[src/rtl/uart_pkg.sv]
// uart_pkg: shared UART frame state encodings, line levels and parity helper
package uart_pkg;
   typedef enum logic [2:0] {IDLE, START, DATA, PARITY, STOP} uart_state_e;
   localparam logic PAR_EVEN = 1'b0;
   localparam logic PAR_ODD = 1'b1;
   localparam logic LINE_IDLE = 1'b1;
   localparam logic START_BIT = 1'b0;
   function automatic logic calc_parity(input logic [8:0] data, input logic typ);
      return (^data) ^ (typ == PAR_ODD);
   endfunction
endpackage

[src/rtl/uart_tx_frame_if.sv]
// uart_tx_frame_if: byte handshake and serial line between TX data source and transmitter
interface uart_tx_frame_if #(parameter int DATA_WIDTH = 8);
   logic [DATA_WIDTH-1:0] p_data;
   logic data_valid;
   logic par_en;
   logic par_typ;
   logic tx_out;
   logic busy;
   modport master(output p_data, data_valid, par_en, par_typ, input tx_out, busy);
   modport slave(input p_data, data_valid, par_en, par_typ, output tx_out, busy);
endinterface

[src/rtl/uart_tx_serializer.sv]
// uart_tx_serializer: latched data word and bit counter, presents the next bit to put on the line
module uart_tx_serializer #(parameter int DATA_WIDTH = 8) (
   input  logic                  clk,
   input  logic                  rst,
   input  logic                  load,
   input  logic                  run,
   input  logic [DATA_WIDTH-1:0] din,
   output logic [DATA_WIDTH-1:0] data,
   output logic                  ser_bit,
   output logic                  ser_done
);
   localparam int CW = $clog2(DATA_WIDTH);
   logic [CW-1:0] cnt, cnt_n;
   // next bit is data[0] when leaving START, otherwise the bit after the one on the line
   always_comb begin
      cnt_n = cnt + 1'b1;
      ser_bit = run ? data[cnt_n] : data[0];
      ser_done = run && (cnt == CW'(DATA_WIDTH - 1));
   end
   // load restarts the count at bit 0, run steps one bit per cycle
   always_ff @(posedge clk or negedge rst)
      if (!rst) begin
         data <= '0;
         cnt <= '0;
      end else if (load) begin
         data <= din;
         cnt <= '0;
      end else if (run)
         cnt <= cnt_n;
endmodule

[src/rtl/uart_tx_frame.sv]
// uart_tx_frame: UART frame transmitter; define UART_TX_TWO_STOP_EN for two stop bits
module uart_tx_frame
   import uart_pkg::*;
#(parameter int DATA_WIDTH = 8) (
   input logic clk,
   input logic rst,
   uart_tx_frame_if.slave bus
);
   uart_state_e state, nxt;
   logic [DATA_WIDTH-1:0] ser_data;
   logic ser_bit, ser_done, par_bit, accept;
   logic tx_q, busy_q, tx_d, busy_d, par_en_q, par_typ_q;
`ifdef UART_TX_TWO_STOP_EN
   logic stop_ph;
   // second stop cycle is the one following a STOP cycle
   always_ff @(posedge clk or negedge rst)
      if (!rst) stop_ph <= 1'b0;
      else stop_ph <= (state == STOP);
`endif
   assign accept = bus.data_valid & ~busy_q;
   assign par_bit = calc_parity(9'(ser_data), par_typ_q);
   assign bus.tx_out = tx_q;
   assign bus.busy = busy_q;
   uart_tx_serializer #(.DATA_WIDTH(DATA_WIDTH)) u_ser (
      .clk(clk), .rst(rst), .load(accept), .run(state == DATA),
      .din(bus.p_data), .data(ser_data), .ser_bit(ser_bit), .ser_done(ser_done)
   );
   // next state, and line/busy values decoded from it so both outputs are registered
   always_comb begin
      nxt = IDLE;
      case (state)
         IDLE:   nxt = accept ? START : IDLE;
         START:  nxt = DATA;
         DATA:   nxt = ser_done ? (par_en_q ? PARITY : STOP) : DATA;
         PARITY: nxt = STOP;
`ifdef UART_TX_TWO_STOP_EN
         STOP:   nxt = !stop_ph ? STOP : accept ? START : IDLE;
`else
         STOP:   nxt = accept ? START : IDLE;
`endif
         default: nxt = IDLE;
      endcase
      tx_d = (nxt == START) ? START_BIT : (nxt == DATA) ? ser_bit : (nxt == PARITY) ? par_bit : LINE_IDLE;
`ifdef UART_TX_TWO_STOP_EN
      busy_d = (nxt inside {START, DATA, PARITY}) || (nxt == STOP && state != STOP);
`else
      busy_d = nxt inside {START, DATA, PARITY};
`endif
   end
   // state and output registers; frame options are captured with the data word
   always_ff @(posedge clk or negedge rst)
      if (!rst) begin
         state <= IDLE;
         tx_q <= LINE_IDLE;
         busy_q <= 1'b0;
         par_en_q <= 1'b0;
         par_typ_q <= 1'b0;
      end else begin
         state <= nxt;
         tx_q <= tx_d;
         busy_q <= busy_d;
         if (accept) begin
            par_en_q <= bus.par_en;
            par_typ_q <= bus.par_typ;
         end
      end
endmodule

[src/flat_wrapper.sv]
// flat-port wrapper written by rule: the top's interface ports become plain ports
module uart_tx_frame_flat import uart_pkg::*;
#(parameter int DATA_WIDTH = 8)
  (clk, rst, bus_p_data, bus_data_valid, bus_par_en, bus_par_typ, bus_tx_out, bus_busy);
  uart_tx_frame_if #(.DATA_WIDTH(DATA_WIDTH)) bus_i ();
  input logic clk;
  input logic rst;
  input wire logic [$bits(bus_i.p_data)-1:0] bus_p_data;
  input wire logic [$bits(bus_i.data_valid)-1:0] bus_data_valid;
  input wire logic [$bits(bus_i.par_en)-1:0] bus_par_en;
  input wire logic [$bits(bus_i.par_typ)-1:0] bus_par_typ;
  output wire logic [$bits(bus_i.tx_out)-1:0] bus_tx_out;
  output wire logic [$bits(bus_i.busy)-1:0] bus_busy;
  assign bus_i.p_data = bus_p_data;
  assign bus_i.data_valid = bus_data_valid;
  assign bus_i.par_en = bus_par_en;
  assign bus_i.par_typ = bus_par_typ;
  assign bus_tx_out = bus_i.tx_out;
  assign bus_busy = bus_i.busy;
  uart_tx_frame #(.DATA_WIDTH(DATA_WIDTH)) u_core (.clk(clk), .rst(rst), .bus(bus_i));
endmodule
[config.mk]
export PLATFORM = sky130hd
export DESIGN_NAME = uart_tx_frame_flat
export DESIGN_NICKNAME = d
export VERILOG_FILES = /design/src/rtl/uart_pkg.sv /design/src/rtl/uart_tx_frame_if.sv /design/src/rtl/uart_tx_serializer.sv /design/src/rtl/uart_tx_frame.sv /design/src/flat_wrapper.sv
export SDC_FILE = /design/constraint.sdc
export NUM_CORES = 1
export LEC_CHECK = 0
export CORE_UTILIZATION = 46
export CTS_CLUSTER_SIZE = 28
export DETAILED_ROUTE_END_ITERATION = 8
export PLACE_DENSITY = 0.82
export SKIP_LAST_GASP = 1
export SLEW_MARGIN = 15
export SYNTH_ARGS = -nofsm -noshare
export SYNTH_HDL_FRONTEND = slang
export SYNTH_HIERARCHICAL = 1
export SYNTH_SLANG_ARGS = --single-unit
export TNS_END_PERCENT = 5
[constraint.sdc]
create_clock -name clk -period 1.8 [get_ports clk]
set_clock_uncertainty 0.1 [all_clocks]
set_input_delay 0.18 -clock clk [delete_from_list [all_inputs] [get_ports clk]]
set_output_delay 0.18 -clock clk [all_outputs]
set_load 0.01 [all_outputs]
# == Yosys cells after proc, flatten, opt, wreduce, memory -nomap -nowiden ==
# Cells that the tools add are included.
# word_totals
out_inout_bits,2
word_cells,38
reg_bits,18
input_bits,13
# op_classes
n_lt_le_gt_ge,1
mux,12
n_bitwise,3
reduce_logical,6
eq_ne,8
add_sub_neg,1
# op_table
op,count
"== test 3 x 2 -> 1 bit, second input constant",4
2-to-1 mux 3 bit,4
one-hot mux 3 bit (4 select lines),1
parity 9 bit,1
"== test 3 x 1 -> 1 bit, second input constant",2
"== test 3 bit, second input constant",2
2-to-1 mux 1 bit,6
"less-than comparator 3 x 4 -> 1 bit, second input constant",1
"adder 3 x 1 -> 3 bit, second input constant",1
binary-select mux 1 bit (select 3 bit),1
zero test 3 bit,1
nonzero test 3 bit,1
nonzero test 2 bit,1
OR reduction 2 bit,1
AND 1 bit,1
logical AND 1 bit,1
inverter 1 bit,1
XOR 1 bit,1

# == Depth between registers and ports, before layout ==
# Gate-level depths: netlist of run 1.
# depth
word_depth,8
mapped_depth,8

# == Modules after synthesis ==
# Netlist of run 1, hierarchy kept.
# modules_own_cells
mod,seq_area_each_um2,cells_per_inst,area_per_inst_um2,n_inst
uart_tx_serializer,275.3,39,530.5,1
uart_tx_frame,176.4,35,380.4,1

# == Worst setup path after synthesis of run 1 ==
# Ideal clock, no wire load.
# synth_timing
kind,register to register
start,register u_core.u_ser.cnt[0]
end,"register u_core.tx_q, in the netlist u_core/bus.tx_out"
setup_slack_ns,0.092
t_arrival_ns,1.524
required_ns,1.617
n_path_buf,0
period_less_slack_ns,1.708
stages_incl_launch_ff,6
path_cell_list,dfrtp_1 ha_1 mux4_2 mux2i_1 o31ai_1 a41oi_1
# synth_between
elab_cells_between_ends,14
# synth_lines
item,line_no,source
from (decl),uart_tx_serializer.sv:13,"logic [CW-1:0] cnt, cnt_n;"
from (signal assigned),uart_tx_serializer.sv:29,cnt <= cnt_n;
adder 3 x 1 -> 3 bit,uart_tx_serializer.sv:16,cnt_n = cnt + 1'b1;
binary-select mux 1 bit (select 3 bit),uart_tx_serializer.sv:17,ser_bit = run ? data[cnt_n] : data[0];
2-to-1 mux 1 bit (implied by the code),uart_tx_serializer.sv:17,
2-to-1 mux 1 bit,uart_tx_serializer.sv:17,
named net u_core.ser_bit,uart_tx_frame.sv:11,"logic ser_bit, ser_done, par_bit, accept;"
2-to-1 mux 1 bit (2 in a row),uart_tx_frame.sv:43,tx_d = (nxt == START) ? START_BIT : (nxt == DATA) ? ser_bit : (nxt == PARITY) ? par_bit : LINE_IDLE;
named net u_core.tx_d,uart_tx_frame.sv:12,"logic tx_q, busy_q, tx_d, busy_d, par_en_q, par_typ_q;"
to (signal assigned),uart_tx_frame.sv:60,tx_q <= tx_d;
to (decl),uart_tx_frame.sv:12,
# The timed path passes the listed nets, and every way through them passes these cells. The select of a mux whose other input is x is not followed.
# A chain may end at the register's enable or synchronous reset.

# == Worst setup path in the final report of run 1 ==
# Same ends and word-level chain as after synthesis.

==> results of run 1 <==
[cell type report]
| type | count | area, um^2 |
|---|---|---|
| Fill cell | 149 | 638.1 |
| Sequential cell | 18 | 451.7 |
| Multi-Input combinational cell | 51 | 444.2 |
| Timing Repair Buffer | 18 | 173.9 |
| Clock buffer | 4 | 36.28 |
| Tap cell | 25 | 31.28 |
| Inverter | 2 | 7.507 |
[logic make-up (layout without fill, tap and decap cells)]
family	Yosys count	after routing	share of synthesized area (%)
AOI/OAI and AO/OA	8	8	5.082
xor gates and xnor gates	8	8	11.26
adders and majority gates	2	2	2.747
buffers and inverters	5	24	3.021
DFF	18	18	49.59
muxes	16	16	20.06
and+or+nand+nor	17	17	8.242
[path summary, 6_finish.rpt]
kind,startpoint,endpoint,slack (ps),cells past startpoint
max,u_core/u_ser/cnt[0],u_core/bus.tx_out,8,5
min,rst,u_core/u_ser/data[3],70,1
max reg2reg,u_core/u_ser/cnt[0],u_core/bus.tx_out,8,5
min reg2reg,u_core/state[2],u_core/state[1],380,1
max in group asynchronous,rst,u_core/u_ser/data[5],1050,2
min in group clk,bus_par_en,u_core/par_en_q,340,3
[power breakdown]
group          switching [uW]  internal [uW]  leakage, uW  total [uW]
combinational             448            693     0.000258        1140
sequential                171            597     0.000220         768
clock                     117            123    0.0000210         240
[layer usage]
layer  vias up  share of wire, %  track usage, %
met4         0              0.91           5.294
met5         -                 0               0
met1       296                40           21.94
li1        291                 -               -
met3         2               4.1           7.059
met2        11                55           31.11
[flip-flops by register name, indices dropped and copies added (netlist names)]
name	count
u_core/bus.busy	1
u_core/state	3
u_core/bus.tx_out	1
u_core/par_typ_q	1
u_core/u_ser/cnt	3
u_core/u_ser/data	8
u_core/par_en_q	1
[placed cells by master (no fill, tap or decap), types with 2 or more instances in the layout]
master,Yosys,layout
mux2_2,8,8
o21ai_0,3,3
nor2b_1,2,2
buf_4,0,3
xor2_1,2,2
mux2i_1,7,7
a21oi_1,3,3
nor2_1,8,8
dfrtp_1,17,17
nand2_1,4,4
xnor2_1,4,4
clkbuf_4,0,3
clkdlybuf4s50_1,0,14
inv_1,2,2
[what timing repair did]
| action | CTS | global route |
|---|---|---|
| setup endpoints to repair | 1 | 1 |
| gates resized for setup | 1 | 1 |
| gates cloned | 0 | 0 |
| pin swaps | 0 | 2 |
| hold buffers | 0 | 0 |
| hold endpoints to repair | 0 | 0 |
[stage by stage]
| stage | cell area [um^2] | power, uW | setup WS [ps] | instances |
|---|---|---|---|---|
| after global routing | 1145 | 2295 | -69.25 | 118 |
| after CTS | 1141 | 2157 | 4.587 | 118 |
| after floorplan | 910.9 | 1638 | 92.30 | 74 |
| after detailed placement | 1092 | 1885 | 12.89 | 114 |
| final | 1145 | 2149 | 8.249 | 118 |
| after global placement | 1092 | 1848 | 81.34 | 114 |
==> metrics.md, run 1 <==
| Metric | Value |
|---|---|
| Wire per inst | `13.07 um` |
| Num CTS Buffers | `3` |
| DR iter-0 viols | `3` |
| CTS Root Buffer Type | `clkbuf_4` |
| Commonest cells in the synthesized netlist | `dfrtp_1, mux2_2, nor2_1` |
| Prevailing post-synth register cell | `dfrtp_1` |
| DIE WIDTH | `46.50 um` |
| Final WL | `1542 um` |
| Largest net degree at the start of global routing | `17` |
| Via-to-Cell Ratio | `5.085` |
| Top-count cell post-synth | `dfrtp_1` |
| Synth Register Bits | `18` |
| Starting Density | `51.09%` |
| Antenna violations before repair | `0` |
| H-tree Lvls | `1` |
| Async SR Flop Fraction | `100.0%` |
| Area share of the largest cell type after synthesis | `46.70%` |
| Worst-path cell chain | `ha_4 > mux4_2 > mux2i_1 > o31ai_1 > a41oi_1` |
| Number of global-route vias before repair | `589` |
| Critical Path AT | `1910 ps` |
| Ratio of cells with drive above 1 in the final layout | `21.51%` |
| Slowest cell on crit path | `mux4_2` |
| TNS Setup | `0 ps` |
| Worst hold slack | `67.51 ps` |
| Final min period | `1792 ps` |
| Die area | `2162 um^2` |
| Worst-Skew Late Latency | `290 ps` |
| Postcts setup bufs | `0` |
| First-pass GRT wire length | `2635 um` |
| Max-slew violations | `0` |
| FP Rows | `15` |
| Routed Antenna Nets | `0` |
| Max transition margin | `74.28%` |
| Ant. Diodes | `0` |
| Pre-Repair DR Iteration Count | `4` |
| Synth area leaders | `dfrtp_1, mux2_2, mux2i_1, xnor2_1, nor2_1` |
| Synth cell types | `24` |
| Slew @ Worst Pin | `384.5 ps` |
| Syn_nets | `89` |
| # DRC | `0` |
| Overall routing resource usage | `18.56%` |
| Maximum VDD drop | `1121 uV` |
| Chip Height | `46.50 um` |
| RSZ-0062 raised after global routing | `yes` |
| HPWL after DPL | `1134 um` |
| # clock sinks | `18` |
| Synth Warn # | `6` |
| Pwr dens | `1877 nW/um^2` |
| Hold Fails Final Rpt | `0` |
| Post-layout util | `64.21%` |
| Nature of the critical path endpoint | `flop` |
| Type of origin of the critical path | `flop` |
| Syn Inst Count | `74` |
| GRT overflow | `0` |
| Crit path max-delay family | `multiplexers` |
| Setup Viol. Count Final | `0` |
| Status | `finished, final reports clean` |
| Syn_area_per_cell | `12.31 um^2` |
| Reg clk slew, reported paths | `90 ps` |
| Nets | `109` |
| Hold WC Path Type | `primary input to async pin` |
| Static leakage power | `0.0004996 uW` |
| I/O pin cnt | `15` |
| Synth-to-layout area growth | `25.69%` |
| Max Cap Violations | `0` |
| Placer congestion estimate | `0.8217` |
| Fin crit share | `99.54%` |
| Core area | `1783 um^2` |
| Maximum clock insertion buffer count | `2` |
| Worst EP required | `1920 ps` |
| Buf/Inv on CP | `0` |
| Fmax | `558.1 MHz` |
| Crit path kind | `flop to flop` |
| Cell accounting for the most synthesized area | `dfrtp_1` |
| Worst-path fanout max | `2` |
| Sequential fraction of the synthesis area | `49.59%` |
| Number of flops mapped to enable cells by yosys | `0` |
| PortBufs | `14` |
| Via Count | `600` |
| CTS tree | `yes` |
| Syn Std Cell Area | `910.9 um^2` |
| Crit path largest cell delay | `480 ps` |
Power figures use the tool's default switching activity.
==> inputs of run 2 (changes only) <==
--- a/config.mk
+++ b/config.mk
@@ -7,6 +7,7 @@
 export LEC_CHECK = 0
-export CORE_UTILIZATION = 46
+export CORE_UTILIZATION = 54
 export CTS_CLUSTER_SIZE = 28
 export DETAILED_ROUTE_END_ITERATION = 8
-export PLACE_DENSITY = 0.82
+export DONT_BUFFER_PORTS = 1
+export PLACE_DENSITY = 0.81
 export SKIP_LAST_GASP = 1
==> constraint.sdc (replaced) <==
create_clock -name clk -period 1.8 [get_ports clk]
set_clock_uncertainty 0.1 [all_clocks]
set_input_delay 0.36 -clock clk [delete_from_list [all_inputs] [get_ports clk]]
set_output_delay 0.36 -clock clk [all_outputs]
set_load 0.01 [all_outputs]
==> run 2 against run 1 <==
Final cell count down 19%. Setup slack better by 42 ps. Wire length down 3.9%. Critical endpoint unchanged. Cell area down 12%. Sequential share of layout area up 5.6 points. Sequential power about the same.
==> metrics.md, run 2 (synthesized netlist as in run 1, its figures left out) <==
| Metric | Value |
|---|---|
| Status | `finished, final reports clean` |
| Worst-Skew Late Latency | `290 ps` |
| Worst Hold End | `u_core/par_en_q` |
| Core area | `1541 um^2` |
| Number of stages on the worst hold path | `2` |
| Type of origin of the critical path | `flop` |
| Hold WC Path Type | `primary input to flop` |
| Flop-to-flop setup slack | `50 ps` |
| Ratio of cells with drive above 1 in the final layout | `25.00%` |
| # DRC | `0` |
| H-tree Lvls | `1` |
| Non-filler cells, final | `96` |
| Reg area | `451.7 um^2` |
| DR iter-0 viols | `5` |
| FP Rows | `14` |
| Reg-to-Reg Start | `u_core/u_ser/cnt[1]` |
| Nature of the critical path endpoint | `flop` |
| R2R Path End | `u_core/bus.tx_out` |
| Chip Height | `43.07 um` |
| GRT overflow | `0` |
| # clock sinks | `18` |
| Most frequent cells in the layout | `dfrtp_1, nor2_1, mux2_2` |
| Biggest regs | `u_core/u_ser/data x8, u_core/state x3, u_core/u_ser/cnt x3` |
| Post-route setup slack | `50.39 ps` |
| Nets | `96` |
| Static leakage power | `0.0004392 uW` |
| Placed Area | `940.9 um^2` |
| Largest register FFs | `8` |
| Via Count | `553` |
| TNS Setup | `0 ps` |
| HPWL after DPL | `1110 um` |
| Worst EP required | `1920 ps` |
| Fill count | `121` |
| RSZ-0062 raised after global routing | `yes` |
| Max Cap Violations | `0` |
| Worst-path fanout max | `2` |
| Max transition margin | `48.41%` |
| Number of global-route vias before repair | `533` |
| DIE WIDTH | `43.07 um` |
| Hold_sp | `bus_par_en` |
| Slew @ Worst Pin | `771.4 ps` |
| Synth-to-layout area growth | `10.03%` |
| Num CTS Buffers | `3` |
| Final min period | `1750 ps` |
| Reg clk slew, reported paths | `90 ps` |
| Hold Fails Final Rpt | `0` |
| Maximum clock insertion buffer count | `2` |
| Commonest non-fill, non-tap cell in the layout | `dfrtp_1` |
| Maximum VDD drop | `1160 uV` |
| Post-layout util | `65.02%` |
| Placed cell count | `91` |
| Routed Antenna Nets | `0` |
| Final WL | `1482 um` |
| CTS Root Buffer Type | `clkbuf_4` |
| Overall routing resource usage | `19.77%` |
| Worst reg-to-reg path cell count | `5` |
| Crit path kind | `flop to flop` |
| PortBufs | `0` |
| DP Worst Slack | `41.16 ps` |
| Placer congestion estimate | `0.8069` |
| CTS tree | `yes` |
| Ant. Diodes | `0` |
| Fmax | `571.6 MHz` |
| Fin crit share | `97.20%` |
| Largest net degree at the start of global routing | `19` |
| Top reg by flops | `u_core/u_ser/data` |
| Area occupied by multi-input gates | `456.7 um^2` |
| Setup Viol. Count Final | `0` |
| Antenna violations before repair | `0` |
| Critical Path AT | `1870 ps` |
| Final instance area | `1002 um^2` |
| First-pass GRT wire length | `2449 um` |
| Pre-Repair DR Iteration Count | `4` |
| Max-slew violations | `0` |
| Via-to-Cell Ratio | `5.760` |
| Wire per inst | `15.44 um` |
| Starting Density | `59.09%` |
| Postcts setup bufs | `0` |
| Die area | `1855 um^2` |
| Pwr dens | `2072 nW/um^2` |
| I/O pin cnt | `15` |
run 2: changes by cell type in the layout (fill, tap and decap cells not counted), sizes merged:
cell and delta:
dlygate4sd3 +1, clkdlybuf4s50 -14
run 2: routing by layer:
metal	vias up	GRT usage, %	share of wire, %
li1	266	-	-
met1	267	22.10	42
met2	15	31.21	50
met3	5	7.660	4.9
met4	0	12.73	2.8
met5	-	0	0
run 2: metrics by stage:
step           hold WS, ps  total power, uW
2_1_floorplan       -35.59             1638
3_3_place_gp        -35.28             1787
3_5_place_dp        -35.27             1843
4_1_cts              71.46             2062
5_1_grt              63.35             2228
6_report             82.66             2077
run 2: how the worst max path moves through the flow:
stage,startpoint,end,slack (ps)
after floorplan,u_core/u_ser/cnt[0],u_core/bus.tx_out,90
after global placement,u_core/u_ser/cnt[0],u_core/bus.tx_out,70
after detailed placement,u_core/u_ser/cnt[1],u_core/bus.tx_out,40
after CTS,u_core/u_ser/cnt[1],u_core/bus.tx_out,20
after global routing,u_core/u_ser/cnt[1],u_core/bus.tx_out,-60
final,u_core/u_ser/cnt[1],u_core/bus.tx_out,50
run 2: layout make-up:
cell class / instances / share of cell area [%]
inverters: 2 / 0.7491
repair buffers: 5 / 3.995
well taps: 16 / 1.998
flip-flops and latches: 18 / 45.07
multi-input cells: 51 / 45.57
clock buffers: 4 / 2.622
run 2: what timing repair did:
action,in CTS,in global routing
endpoints found under the setup margin,0,1
resized for setup,0,2
endpoints found under the hold margin,18,0
hold buffers,1,0
run 2: power by group:
group | total, uW | leakage, uW | internal, uW | switching (uW)
Sequential | 769 | 0.000220 | 598 | 171
Clock | 205 | 0.0000150 | 86.5 | 119
Combinational | 1100 | 0.000204 | 650 | 452
Total | 2080 | 0.000439 | 1330 | 743
run 2: worst max-delay path: stages, from the launching register on:
cell	delay (ps)
dfrtp_1	420
ha_4	290
mux4_2	470
mux2i_1	140
o31ai_1	90
a41oi_1	170
